### config.mk
export PLATFORM = sky130hd
export DESIGN_NAME = if_id_buffer_flat
export DESIGN_NICKNAME = d
export VERILOG_FILES = /design/src/rtl/if_id_buffer_if.sv /design/src/rtl/if_id_buffer.sv /design/src/flat_wrapper.sv
export SDC_FILE = /design/constraint.sdc
export NUM_CORES = 1
export LEC_CHECK = 0
export BUFFER_PORTS_ARGS = -buffer_cell sky130_fd_sc_hd__buf_2
export CAP_MARGIN = 5
export CORE_MARGIN = 2
export CORE_UTILIZATION = 30
export CTS_CLUSTER_SIZE = 24
export DETAILED_ROUTE_END_ITERATION = 16
export GPL_ROUTABILITY_DRIVEN = 0
export GPL_TIMING_DRIVEN = 0
export HOLD_SLACK_MARGIN = 0.15
export PLACE_DENSITY = 0.47
export SLEW_MARGIN = 20
export SYNTH_ARGS = -nofsm -noshare
export SYNTH_HDL_FRONTEND = slang
export SYNTH_SLANG_ARGS = --single-unit
### constraint.sdc
create_clock -name clk -period 14.84 [get_ports clk]
set_input_delay 2.968 -clock clk [delete_from_list [all_inputs] [get_ports clk]]
set_output_delay 2.968 -clock clk [all_outputs]
set_load 0.01 [all_outputs]
### src/rtl/if_id_buffer_if.sv
// Signal bundle between the fetch/control side and the IF/ID buffer.
// The slave modport is the buffer's view; master is the driver's view.
interface if_id_buffer_if #(
  parameter int ADDR_W = 32,
  parameter int INST_W = 32,
  parameter int DEPTH  = 4
);
  localparam int CNT_W = $clog2(DEPTH + 1);

  logic [ADDR_W-1:0] if_pc;
  logic [INST_W-1:0] if_inst;
  logic              if_valid;
  logic [5:0]        stall;
  logic              flush;
  logic [ADDR_W-1:0] id_pc;
  logic [INST_W-1:0] id_inst;
  logic              id_valid;
  logic [CNT_W-1:0]  count;
  logic              full;
  logic              stallreq_if;

  modport master (
    output if_pc, if_inst, if_valid, stall, flush,
    input  id_pc, id_inst, id_valid, count, full, stallreq_if
  );

  modport slave (
    input  if_pc, if_inst, if_valid, stall, flush,
    output id_pc, id_inst, id_valid, count, full, stallreq_if
  );
endinterface

### src/rtl/if_id_buffer.sv
// IF/ID pipeline boundary: DEPTH-entry FIFO of fetched (pc, inst) pairs feeding
// a registered ID-side output, with empty-queue bypass, bubbles and flush.
module if_id_buffer #(
  parameter int ADDR_W = 32,
  parameter int INST_W = 32,
  parameter int DEPTH  = 4
) (
  input logic           clk,
  input logic           rst,
  if_id_buffer_if.slave bus
);
  localparam int PTR_W = $clog2(DEPTH);
  localparam int CNT_W = $clog2(DEPTH + 1);

  logic [ADDR_W-1:0] pc_mem   [DEPTH];
  logic [INST_W-1:0] inst_mem [DEPTH];

  logic [PTR_W-1:0]  rd_ptr_reg, rd_ptr_next;
  logic [PTR_W-1:0]  wr_ptr_reg, wr_ptr_next;
  logic [CNT_W-1:0]  count_reg, count_next;
  logic [ADDR_W-1:0] id_pc_reg, id_pc_next;
  logic [INST_W-1:0] id_inst_reg, id_inst_next;
  logic              id_valid_reg, id_valid_next;

  logic full, push, advance, pop, bypass, write_en;
  logic unused_stall_bits;

  assign unused_stall_bits = ^{bus.stall[5:3], bus.stall[0]};

  // full comes only from registered count, so IF never sees a comb path from if_*.
  assign full     = (count_reg == CNT_W'(DEPTH));
  assign push     = bus.if_valid & ~bus.stall[1] & ~full & ~bus.flush;
  assign advance  = ~bus.stall[2] & ~bus.flush;
  assign pop      = advance & (count_reg != '0);
  assign bypass   = advance & (count_reg == '0) & push;
  assign write_en = push & ~bypass;

  always_comb begin
    rd_ptr_next   = rd_ptr_reg;
    wr_ptr_next   = wr_ptr_reg;
    count_next    = count_reg;
    id_pc_next    = id_pc_reg;
    id_inst_next  = id_inst_reg;
    id_valid_next = id_valid_reg;

    if (bus.flush) begin
      rd_ptr_next   = '0;
      wr_ptr_next   = '0;
      count_next    = '0;
      id_pc_next    = '0;
      id_inst_next  = '0;
      id_valid_next = 1'b0;
    end else begin
      // Older queued entries always win over the incoming fetch to keep FIFO order.
      if (pop) begin
        id_pc_next    = pc_mem[rd_ptr_reg];
        id_inst_next  = inst_mem[rd_ptr_reg];
        id_valid_next = 1'b1;
        rd_ptr_next   = rd_ptr_reg + PTR_W'(1);
      end else if (bypass) begin
        id_pc_next    = bus.if_pc;
        id_inst_next  = bus.if_inst;
        id_valid_next = 1'b1;
      end else if (advance) begin
        id_pc_next    = '0;
        id_inst_next  = '0;
        id_valid_next = 1'b0;
      end

      if (write_en) begin
        wr_ptr_next = wr_ptr_reg + PTR_W'(1);
      end
      count_next = count_reg + CNT_W'(write_en) - CNT_W'(pop);
    end
  end

  always_ff @(posedge clk) begin
    if (rst) begin
      rd_ptr_reg   <= '0;
      wr_ptr_reg   <= '0;
      count_reg    <= '0;
      id_pc_reg    <= '0;
      id_inst_reg  <= '0;
      id_valid_reg <= 1'b0;
    end else begin
      rd_ptr_reg   <= rd_ptr_next;
      wr_ptr_reg   <= wr_ptr_next;
      count_reg    <= count_next;
      id_pc_reg    <= id_pc_next;
      id_inst_reg  <= id_inst_next;
      id_valid_reg <= id_valid_next;
    end
  end

  // Storage needs no reset: count/pointers decide which entries are live.
  always_ff @(posedge clk) begin
    if (!rst && write_en) begin
      pc_mem[wr_ptr_reg]   <= bus.if_pc;
      inst_mem[wr_ptr_reg] <= bus.if_inst;
    end
  end

  assign bus.id_pc       = id_pc_reg;
  assign bus.id_inst     = id_inst_reg;
  assign bus.id_valid    = id_valid_reg;
  assign bus.count       = count_reg;
  assign bus.full        = full;
  assign bus.stallreq_if = full;
endmodule

### src/flat_wrapper.sv
// flat-port wrapper written by rule: the top's interface ports become plain ports
module if_id_buffer_flat 
#(
  parameter int ADDR_W = 32,
  parameter int INST_W = 32,
  parameter int DEPTH  = 4
)
  (clk, rst, bus_if_pc, bus_if_inst, bus_if_valid, bus_stall, bus_flush, bus_id_pc, bus_id_inst, bus_id_valid, bus_count, bus_full, bus_stallreq_if);
  if_id_buffer_if #(.ADDR_W(ADDR_W), .INST_W(INST_W), .DEPTH(DEPTH)) bus_i ();
  input logic clk;
  input logic rst;
  input wire logic [$bits(bus_i.if_pc)-1:0] bus_if_pc;
  input wire logic [$bits(bus_i.if_inst)-1:0] bus_if_inst;
  input wire logic [$bits(bus_i.if_valid)-1:0] bus_if_valid;
  input wire logic [$bits(bus_i.stall)-1:0] bus_stall;
  input wire logic [$bits(bus_i.flush)-1:0] bus_flush;
  output wire logic [$bits(bus_i.id_pc)-1:0] bus_id_pc;
  output wire logic [$bits(bus_i.id_inst)-1:0] bus_id_inst;
  output wire logic [$bits(bus_i.id_valid)-1:0] bus_id_valid;
  output wire logic [$bits(bus_i.count)-1:0] bus_count;
  output wire logic [$bits(bus_i.full)-1:0] bus_full;
  output wire logic [$bits(bus_i.stallreq_if)-1:0] bus_stallreq_if;
  assign bus_i.if_pc = bus_if_pc;
  assign bus_i.if_inst = bus_if_inst;
  assign bus_i.if_valid = bus_if_valid;
  assign bus_i.stall = bus_stall;
  assign bus_i.flush = bus_flush;
  assign bus_id_pc = bus_i.id_pc;
  assign bus_id_inst = bus_i.id_inst;
  assign bus_id_valid = bus_i.id_valid;
  assign bus_count = bus_i.count;
  assign bus_full = bus_i.full;
  assign bus_stallreq_if = bus_i.stallreq_if;
  if_id_buffer #(.ADDR_W(ADDR_W), .INST_W(INST_W), .DEPTH(DEPTH)) u_core (.clk(clk), .rst(rst), .bus(bus_i));
endmodule
==> run summary, run 1 <==
total gr overflow: 0
cell count after synthesis: 759
num rows: 74
hold crit path type: flip-flop to flip-flop
RSZ-0062 raised after global routing: false
WP data arrival: 1.97 ns
CP Cell Sequence: nor3b_1 -> buf_4 -> buf_2
worst skew pair latency: 0.54 ns
TritonCTS clock tree: built
overall routing resource usage: 15.04%
Netlist Area Pre-Place: 12540 sq um
Worst EP required: 11.87 ns
Slew Limit Headroom: 34.36%
GRT met2 Usage: 23.91%
Reg clk slew, reported paths: 0.06 ns
vias per cell: 4.871
synthesized flop and latch total: 330
Yosys warnings: 0
share of layout cells above drive strength 1: 33.27%
Net Count, Synth: 839
slowest CP cell: nor3b_1
first-pass GRT wire length: 49410 um
port buffer count: 139
number of synthesized flops with an enable pin: 256
H-tree levels: 2
Final Power: 1998 uW
Pleak: 0.005339 uW
register area share after synthesis: 73.09%
final period utilization: 33.26%
vias in the first global route: 7786
GRT met1 Usage: 20.85%
Vias: 7526
PD cells: 128.6 nW/um^2
Initial DRT Pass Iterations: 5
ys async rst share: 0%
Max Fclk: 0.2026 GHz
Largest regs: u_core.inst_mem x128, u_core.pc_mem x128
top_reg_cell synth: edfxtp_1
setup violators final: 0
DRT Wirelength: 32420 um
Initial DRC Count: 510
root buffer cell: clkbuf_16
hold buffer count at cts: 0
Die Wd: 208.5 um
post-route ant nets: 0
Hold Slack: 0.5036 ns
Initial Utilization: 30.58%
largest net degree at the start of global routing: 14
crit path capture type: output port
Max Cap Violations: 0
postcts setup bufs: 0
hpwl dp: 21670 um
met3 Usage GRT: 3.079%
initial antenna violation count: 1
Die ar.: 43470 sq um
ant diodes: 0
Tmin final: 4.935 ns
area grow syn2layout: 23.79%
Post-Syn Area per Cell: 16.53 sq um
CTS resizes: 0
Startpoint Class: flip-flop
final non-filler cell area: 15530 sq um
Core ar.: 41020 sq um
Cell variety after synth: 32
GRT busiest layer: met2
Chip Height: 208.5 um
CP max stage delay: 0.66 ns
WS Path Type: flip-flop to output port
CTS buffer count: 39
maximum vdd drop: 0.06811 mV
Final nets: 1062
Hold Violations, Final: 0
num ports: 144
DRC viols: 0
actual slew at the worst max-slew pin: 0.9810 ns
Max Transition Viols Final: 0
TNS Setup: 0 ns
TritonCTS Sinks: 330
status: finished clean
Critical Path Fanout Max: 6
WL/cell: 20.98 um
clk_skew: 0.02029 ns
Area after DPL: 14310 sq um
CTS max path bufs: 3
==> final cells by class <==
class | instances | area (sq um)
fillers | 3888 | 25490
clock buffers | 57 | 1105
repair buffers | 182 | 1075
flip-flops and latches | 330 | 9169
clock inverters | 15 | 118.9
inverters | 6 | 22.52
multi-input cells | 364 | 3070
well taps | 532 | 665.6
plain buffers | 59 | 302.8
==> synthesized netlist by cell type (all sizes together) (2+ instances only) <==
| cell | n | share of area (%) |
|---|---|---|
| inv | 6 | 0.18 |
| buf | 26 | 1.4 |
| mux4 | 64 | 11 |
| or3 | 3 | 0.15 |
| ha | 5 | 0.50 |
| clkbuf | 33 | 1.0 |
| a31oi | 65 | 3.2 |
| o21ai | 66 | 2.6 |
| nand2 | 68 | 2.0 |
| a21oi | 68 | 2.7 |
| edfxtp | 256 | 61 |
| or2 | 2 | 0.10 |
| nor3b | 5 | 0.30 |
| mux2i | 2 | 0.16 |
| nor3 | 3 | 0.21 |
| and2 | 2 | 0.10 |
| dfxtp | 74 | 12 |
| nor2 | 3 | 0.090 |
==> report_power, final <==
group          internal (uW)  switching [uW]  total [uW]  leakage [uW]
Clock                    536             373         909      0.000601
Sequential              1010            4.92        1010       0.00291
Combinational           26.2            52.3        78.4       0.00183
Total                   1570             430        2000       0.00534
==> cell usage in the layout (no fill, tap or decap), types with 2 or more instances in the layout <==
cell / n
clkinv_2: 8
clkbuf_1: 45
nor3_1: 2
or3_1: 3
buf_4: 32
nor3b_2: 4
edfxtp_1: 256
buf_6: 21
clkbuf_8: 4
nor2_1: 3
o21ai_0: 66
mux2i_1: 2
ha_1: 5
a31oi_1: 65
inv_1: 5
dfxtp_1: 74
a21oi_1: 68
mux4_2: 64
nand2_1: 68
clkbuf_16: 40
clkinv_1: 2
buf_2: 155
and2_1: 2
==> metrics by stage <==
stage | utilization [%] | cells | worst slack, ns
after floorplan | - | 759 | 6.067
after global placement | 33.90 | 1430 | 0.8506
after detailed placement | 34.88 | 1473 | 9.504
after CTS | 37.86 | 1545 | 9.823
after global routing | 37.86 | 1545 | 9.830
final | 37.86 | 1545 | 9.905
==> final timing paths <==
check                                          start                     end  slack, ns  cells after the start
worst min-delay path            u_core.wr_ptr_reg[1]    u_core.wr_ptr_reg[1]       0.50                      2
worst max-delay path             u_core.bus.count[2]         bus_stallreq_if       9.90                      3
worst max register to register   u_core.bus.count[1]  u_core.inst_mem[3][19]      11.99                      6
worst min register to register  u_core.wr_ptr_reg[1]    u_core.wr_ptr_reg[1]       0.50                      2
==> worst max-delay path: cells and delay by family, from the launching register on <==
kind	cells	cell delay (ns)
DFF	1	0.44
buffers and inverters	2	0.33
and+or+nand+nor	1	0.66
==> metal layers <==
metal  routed length (um)  part of all wire, %
met1                14650                   45
met5                   12                0.037
met3                 1905                  5.9
met2                15140                   47
met4                  722                  2.2
==> cells by family (layout without fill, tap and decap cells) <==
kind of cell,after synthesis,count (layout),share of synthesized area [%]
muxes,66,66,11.65
buffers and inverters,65,319,2.593
DFF,330,330,73.09
and+or+nand+nor,89,89,3.142
AOI/OAI and AO/OA,202,202,8.797
xor gates and xnor gates,1,1,0.06983
adders and majority gates,6,6,0.6583
Note: power is estimated with default switching activity, not from simulation.
==> run 2, diff against run 1 <==
ABC_AREA = 1   (was not set)
PLACE_DENSITY = 0.48   (was 0.47)
clock period = 4 ns   (was 14.84 ns; I/O delays follow)
==> run summary, run 2 <==
status: finished clean
Reg clk slew, reported paths: 0.06 ns
Endpoint, Worst Hold: u_core.rd_ptr_reg[1]
Die Wd: 215.9 um
Reg-to-Reg End: u_core.inst_mem[1][9]
TNS Setup: 0 ns
Net Count, Synth: 1394
PD cells: 453.0 nW/um^2
CTS max path bufs: 3
Max Fclk: 0.3713 GHz
DP Worst Slack: 0.7822 ns
vias per cell: 4.586
Initial DRT Pass Iterations: 5
Core ar.: 44320 sq um
hold buffer count at cts: 0
most frequent cells in the layout: 328 x nand2_1, 321 x nand3_1, 256 x edfxtp_1
CTS buffer count: 38
num ports: 144
synthesized flop and latch total: 330
maximum vdd drop: 0.2333 mV
postcts setup bufs: 0
root buffer cell: clkbuf_16
initial antenna violation count: 5
crit path capture type: flip-flop
Largest regs: u_core.inst_mem x128, u_core.pc_mem x128
synth cell count leaders: 328 x nand2_1, 321 x nand3_1, 256 x edfxtp_1, 139 x nor2_1, 81 x inv_1
Startpoint Class: flip-flop
ys async rst share: 0%
post-layout util: 37.05%
number of synthesized flops with an enable pin: 256
Max Transition Viols Final: 0
hpwl dp: 24310 um
most frequent cell after synthesis: nand2_1
Chip Height: 215.9 um
Yosys warnings: 0
Vias: 9763
Final Power: 7437 uW
setup violators final: 0
Worst EP required: 4.25 ns
commonest non-fill, non-tap cell in the layout: nand2_1
Final nets: 1586
Setup WS post-layout: 1.307 ns
WS Path Type: flip-flop to flip-flop
TritonCTS Sinks: 330
first-pass GRT wire length: 58280 um
total gr overflow: 0
clk_skew: 0.01621 ns
register area share after synthesis: 68.06%
Cell variety after synth: 19
hold crit path type: flip-flop to flip-flop
Post-Syn Area per Cell: 10.25 sq um
cell taking the most area after synthesis: edfxtp_1
DRT Wirelength: 38240 um
Die ar.: 46620 sq um
share of layout cells above drive strength 1: 18.19%
H-tree levels: 2
TritonCTS clock tree: built
actual slew at the worst max-slew pin: 0.7775 ns
Synth area leaders: edfxtp_1 57%, nand3_1 12%, dfxtp_1 11%
Initial Utilization: 30.40%
WP data arrival: 2.94 ns
Initial DRC Count: 636
vias in the first global route: 9511
port buffer count: 139
path depth of the worst reg2reg path: 10
Netlist Area Pre-Place: 13470 sq um
cell count after synthesis: 1314
post-route ant nets: 0
Critical Path Fanout Max: 16
final period utilization: 67.34%
DRC viols: 0
RSZ-0062 raised after global routing: false
Worst R2R Start: u_core.bus.count[1]
R2R Setup Slk: 1.31 ns
Hold Crit Start: u_core.rd_ptr_reg[1]
Slew Limit Headroom: 48.17%
Tmin final: 2.693 ns
largest net degree at the start of global routing: 22
area grow syn2layout: 21.88%
Yosys top cell area share: 57.06%
WL/cell: 17.96 um
worst skew pair latency: 0.55 ns
CTS resizes: 0
top_reg_cell synth: edfxtp_1
hold depth: 2
Hold Slack: 0.4668 ns
Max Cap Violations: 0
overall routing resource usage: 16.47%
Hold Violations, Final: 0
Pleak: 0.006613 uW
num rows: 77
[run 2: cell types whose count changed after synthesis, moves of 6 or more]
| cell | delta |
|---|---|
| a21oi_1 | -63 |
| clkbuf_1 | -13 |
| buf_1 | +8 |
| mux4_2 | -64 |
| a31oi_1 | -65 |
| nor2_2 | +8 |
| buf_2 | +33 |
| nand2_1 | +260 |
| o21ai_0 | -60 |
| nand3_1 | +321 |
| buf_6 | -6 |
| nor2_1 | +136 |
| inv_1 | +76 |
[run 2: worst max path at each step]
stage / start / to / slack [ns] / depth (start not counted)
finish: u_core.bus.count[1] / u_core.inst_mem[1][9] / 1.31 / 10
global route: u_core.bus.count[1] / u_core.inst_mem[1][8] / 1.04 / 10
CTS: u_core.bus.count[1] / u_core.inst_mem[1][11] / 1.23 / 10
detailed placement: bus_flush / u_core.inst_mem[1][5] / 0.78 / 10
global placement: bus_flush / u_core.inst_mem[3][9] / -1.53 / 8
floorplan: bus_stall[1] / u_core.inst_mem[0][0] / 0.36 / 7
[run 2: metrics by stage]
step                area [sq um]  instances
floorplan                  13470       1314
global placement           14910       2045
detailed placement         15240       2058
CTS                        16410       2126
global route               16410       2127
finish                     16420       2129
[run 2: worst max-delay path: stages, from the launching register on]
cell and delay (ns):
dfxtp_1 0.43, inv_1 0.06, nand2_1 0.09, nor2_2 0.06
nor2_2 0.14, buf_4 0.26, nand2_2 0.09, or2_4 0.30
nor2_4 0.54, buf_16 0.24, buf_16 0.18
[run 2: final cells by class]
cell class / count / area (sq um)
antenna: 3 / 7.507
buffer: 83 / 399.1
clock buffer: 49 / 1023
clock inverter: 19 / 147.6
fill: 4412 / 27900
inverter: 84 / 315.3
multi-input combinational: 817 / 3608
sequential: 330 / 9169
tap: 592 / 740.7
timing repair buffer: 152 / 1008
[run 2: power breakdown]
group	switching (uW)	internal [uW]	total, uW
clock network	1390	1940	3320
logic	244	116	359
registers	19.9	3730	3750
[run 2: kinds of logic (layout without fill, tap and decap cells)]
logic type      Yosys count  count (layout)  synth area share (%)
buf+inv                 167             387                 5.303
fa+ha+maj                 6               6                0.6130
other cells               0               3                     0
flops                   330             330                 68.06
compound gates           11              11                0.4086
simple gates            800             800                 25.62
[run 2: per-layer routing]
layer / track usage (%) / vias up / share of wire, %
met3: 3.848 / 51 / 6.0
met5: 0 / - / 0.071
met1: 22.77 / 4658 / 46
met4: 4.292 / 4 / 2.0
met2: 26.01 / 242 / 46
li1: - / 4808 / -
==> run 3, diff against run 2 <==
clock period = 2.3 ns   (was 4 ns; I/O delays follow)
==> run summary, run 3 (synthesis gave the netlist of run 2 again) <==
Hold Slack: 0.1747 ns
PD cells: 778.6 nW/um^2
Critical Path Fanout Max: 16
first-pass GRT wire length: 58050 um
worst skew pair latency: 0.53 ns
largest net degree at the start of global routing: 22
Hold Violations, Final: 0
port buffer count: 139
commonest non-fill, non-tap cell in the layout: nand2_1
sequential power share: 49.9%
most used cell, CP: buf_16
Max Transition Viols Final: 0
initial antenna violation count: 4
top layer in use: met5
post-layout util: 37.91%
share of layout cells above drive strength 1: 18.14%
clk_skew: 0.01946 ns
hold crit path type: input port to flip-flop
final period utilization: 94.05%
DP Worst Slack: -0.5615 ns
Logic pwr share: 5.1%
final non-filler cell area: 16800 sq um
num rows: 77
post-route ant nets: 0
status: finished clean
switching share of total power: 21.55%
vias in the first global route: 9713
RSZ-0062 raised after global routing: false
Max Cap Violations: 0
Initial Utilization: 30.40%
Initial DRC Count: 664
crit path capture type: flip-flop
DRT Wirelength: 38060 um
TritonCTS clock tree: built
vias per cell: 4.570
H-tree levels: 2
TritonCTS Sinks: 330
met2 wire len: 17980 um
WP data arrival: 2.38 ns
clock share of power: 45.0%
hpwl dp: 24400 um
Slew Limit Headroom: 50.16%
Switch Pwr: 2819 uW
total gr overflow: 0
Largest regs: u_core.inst_mem x128, u_core.pc_mem x128
DRC viols: 0
setup violators final: 0
Worst EP required: 2.52 ns
Chip Height: 215.9 um
Setup WS post-layout: 0.1368 ns
Pleak: 0.006783 uW
WS Path Type: flip-flop to flip-flop
area grow syn2layout: 24.70%
Startpoint Class: flip-flop
Reg clk slew, reported paths: 0.06 ns
num ports: 144
actual slew at the worst max-slew pin: 0.7476 ns
overall routing resource usage: 16.28%
Max Fclk: 0.4623 GHz
CTS buffer count: 38
slowest CP cell: dfxtp_4
Initial DRT Pass Iterations: 5
Tmin final: 2.163 ns
Die ar.: 46620 sq um
Die Wd: 215.9 um
Core ar.: 44320 sq um
Vias: 9867
maximum vdd drop: 0.4480 mV
met3 routed WL: 2204 um
M1 wire length: 17150 um
CTS max path bufs: 3
root buffer cell: clkbuf_16
CP max stage delay: 0.37 ns
Area after DPL: 15270 sq um
CP Cell Sequence: inv_1 -> nand2_1 -> nor2_2 -> nor2_4 -> buf_6 -> nand2_4 -> or2_4 -> nor2_4 -> buf_16 -> buf_16 -> buf_16
Final Power: 13080 uW
WL/cell: 17.63 um
Final nets: 1619
most frequent cells in the layout: 328 x nand2_1, 321 x nand3_1, 256 x edfxtp_1
internal power: 10260 uW
run 3: cell count changes in the layout (fill, tap and decap cells not counted), moves of 8 or more:
cell / previous run / this run
dlygate4sd3_1: 0 / 23
buf_4: 7 / 15
clkinv_1: 3 / 11
clkinv_2: 12 / 4
run 3: cell type report:
type / count / area (sq um)
Inverter: 84 / 315.3
Antenna cell: 1 / 2.502
Multi-Input combinational cell: 817 / 3631
Clock inverter: 20 / 190.2
Buffer: 83 / 402.9
Timing Repair Buffer: 185 / 1336
Fill cell: 4483 / 27520
Tap cell: 592 / 740.7
Sequential cell: 330 / 9174
Clock buffer: 47 / 1006
run 3: final timing paths:
check                       start  depth (start not counted)                endpoint  slack (ns)
max           u_core.bus.count[1]                         11  u_core.inst_mem[1][11]        0.14
min               bus_if_inst[18]                          1  u_core.inst_mem[0][18]        0.17
max reg2reg   u_core.bus.count[1]                         11  u_core.inst_mem[1][11]        0.14
min reg2reg  u_core.rd_ptr_reg[1]                          2    u_core.rd_ptr_reg[1]        0.50
run 3: worst max-delay path: cells and delay by family, from the launching register on:
kind,cells,cell delay (ns)
buffers and inverters,5,0.70
AND/OR/NAND/NOR,6,0.78
flip-flops,1,0.37
run 3: per-layer routing:
layer / GRT usage (%) / vias to the layer above
met4: 4.018 / 4
met2: 26.91 / 240
met3: 3.242 / 54
met5: 0 / -
met1: 21.96 / 4688
li1: - / 4881
run 3: what timing repair did:
item,4_1_cts,5_1_grt
setup buffers,10,0
hold endpoints to repair,80,0
pin swaps,4,0
resized for setup,0,3
hold buffers,23,0
gates cloned,0,0
setup endpoints to repair,209,15
run 3: power by group through the flow:
stage               registers, uW  logic [uW]  clock network, uW
finish                       6530         665               5890
global route                 6530         742               6280
CTS                          6530         679               6060
detailed placement           6650         639                  0
global placement             6650         623                  0
floorplan                    6680         284                  0
run 3: metrics by stage:
stage | TNS (ns) | instances
floorplan | -64.26 | 1314
CTS | 0 | 2158
global route | 0 | 2159
global placement | -366.31 | 2045
finish | 0 | 2159
detailed placement | -83.40 | 2058
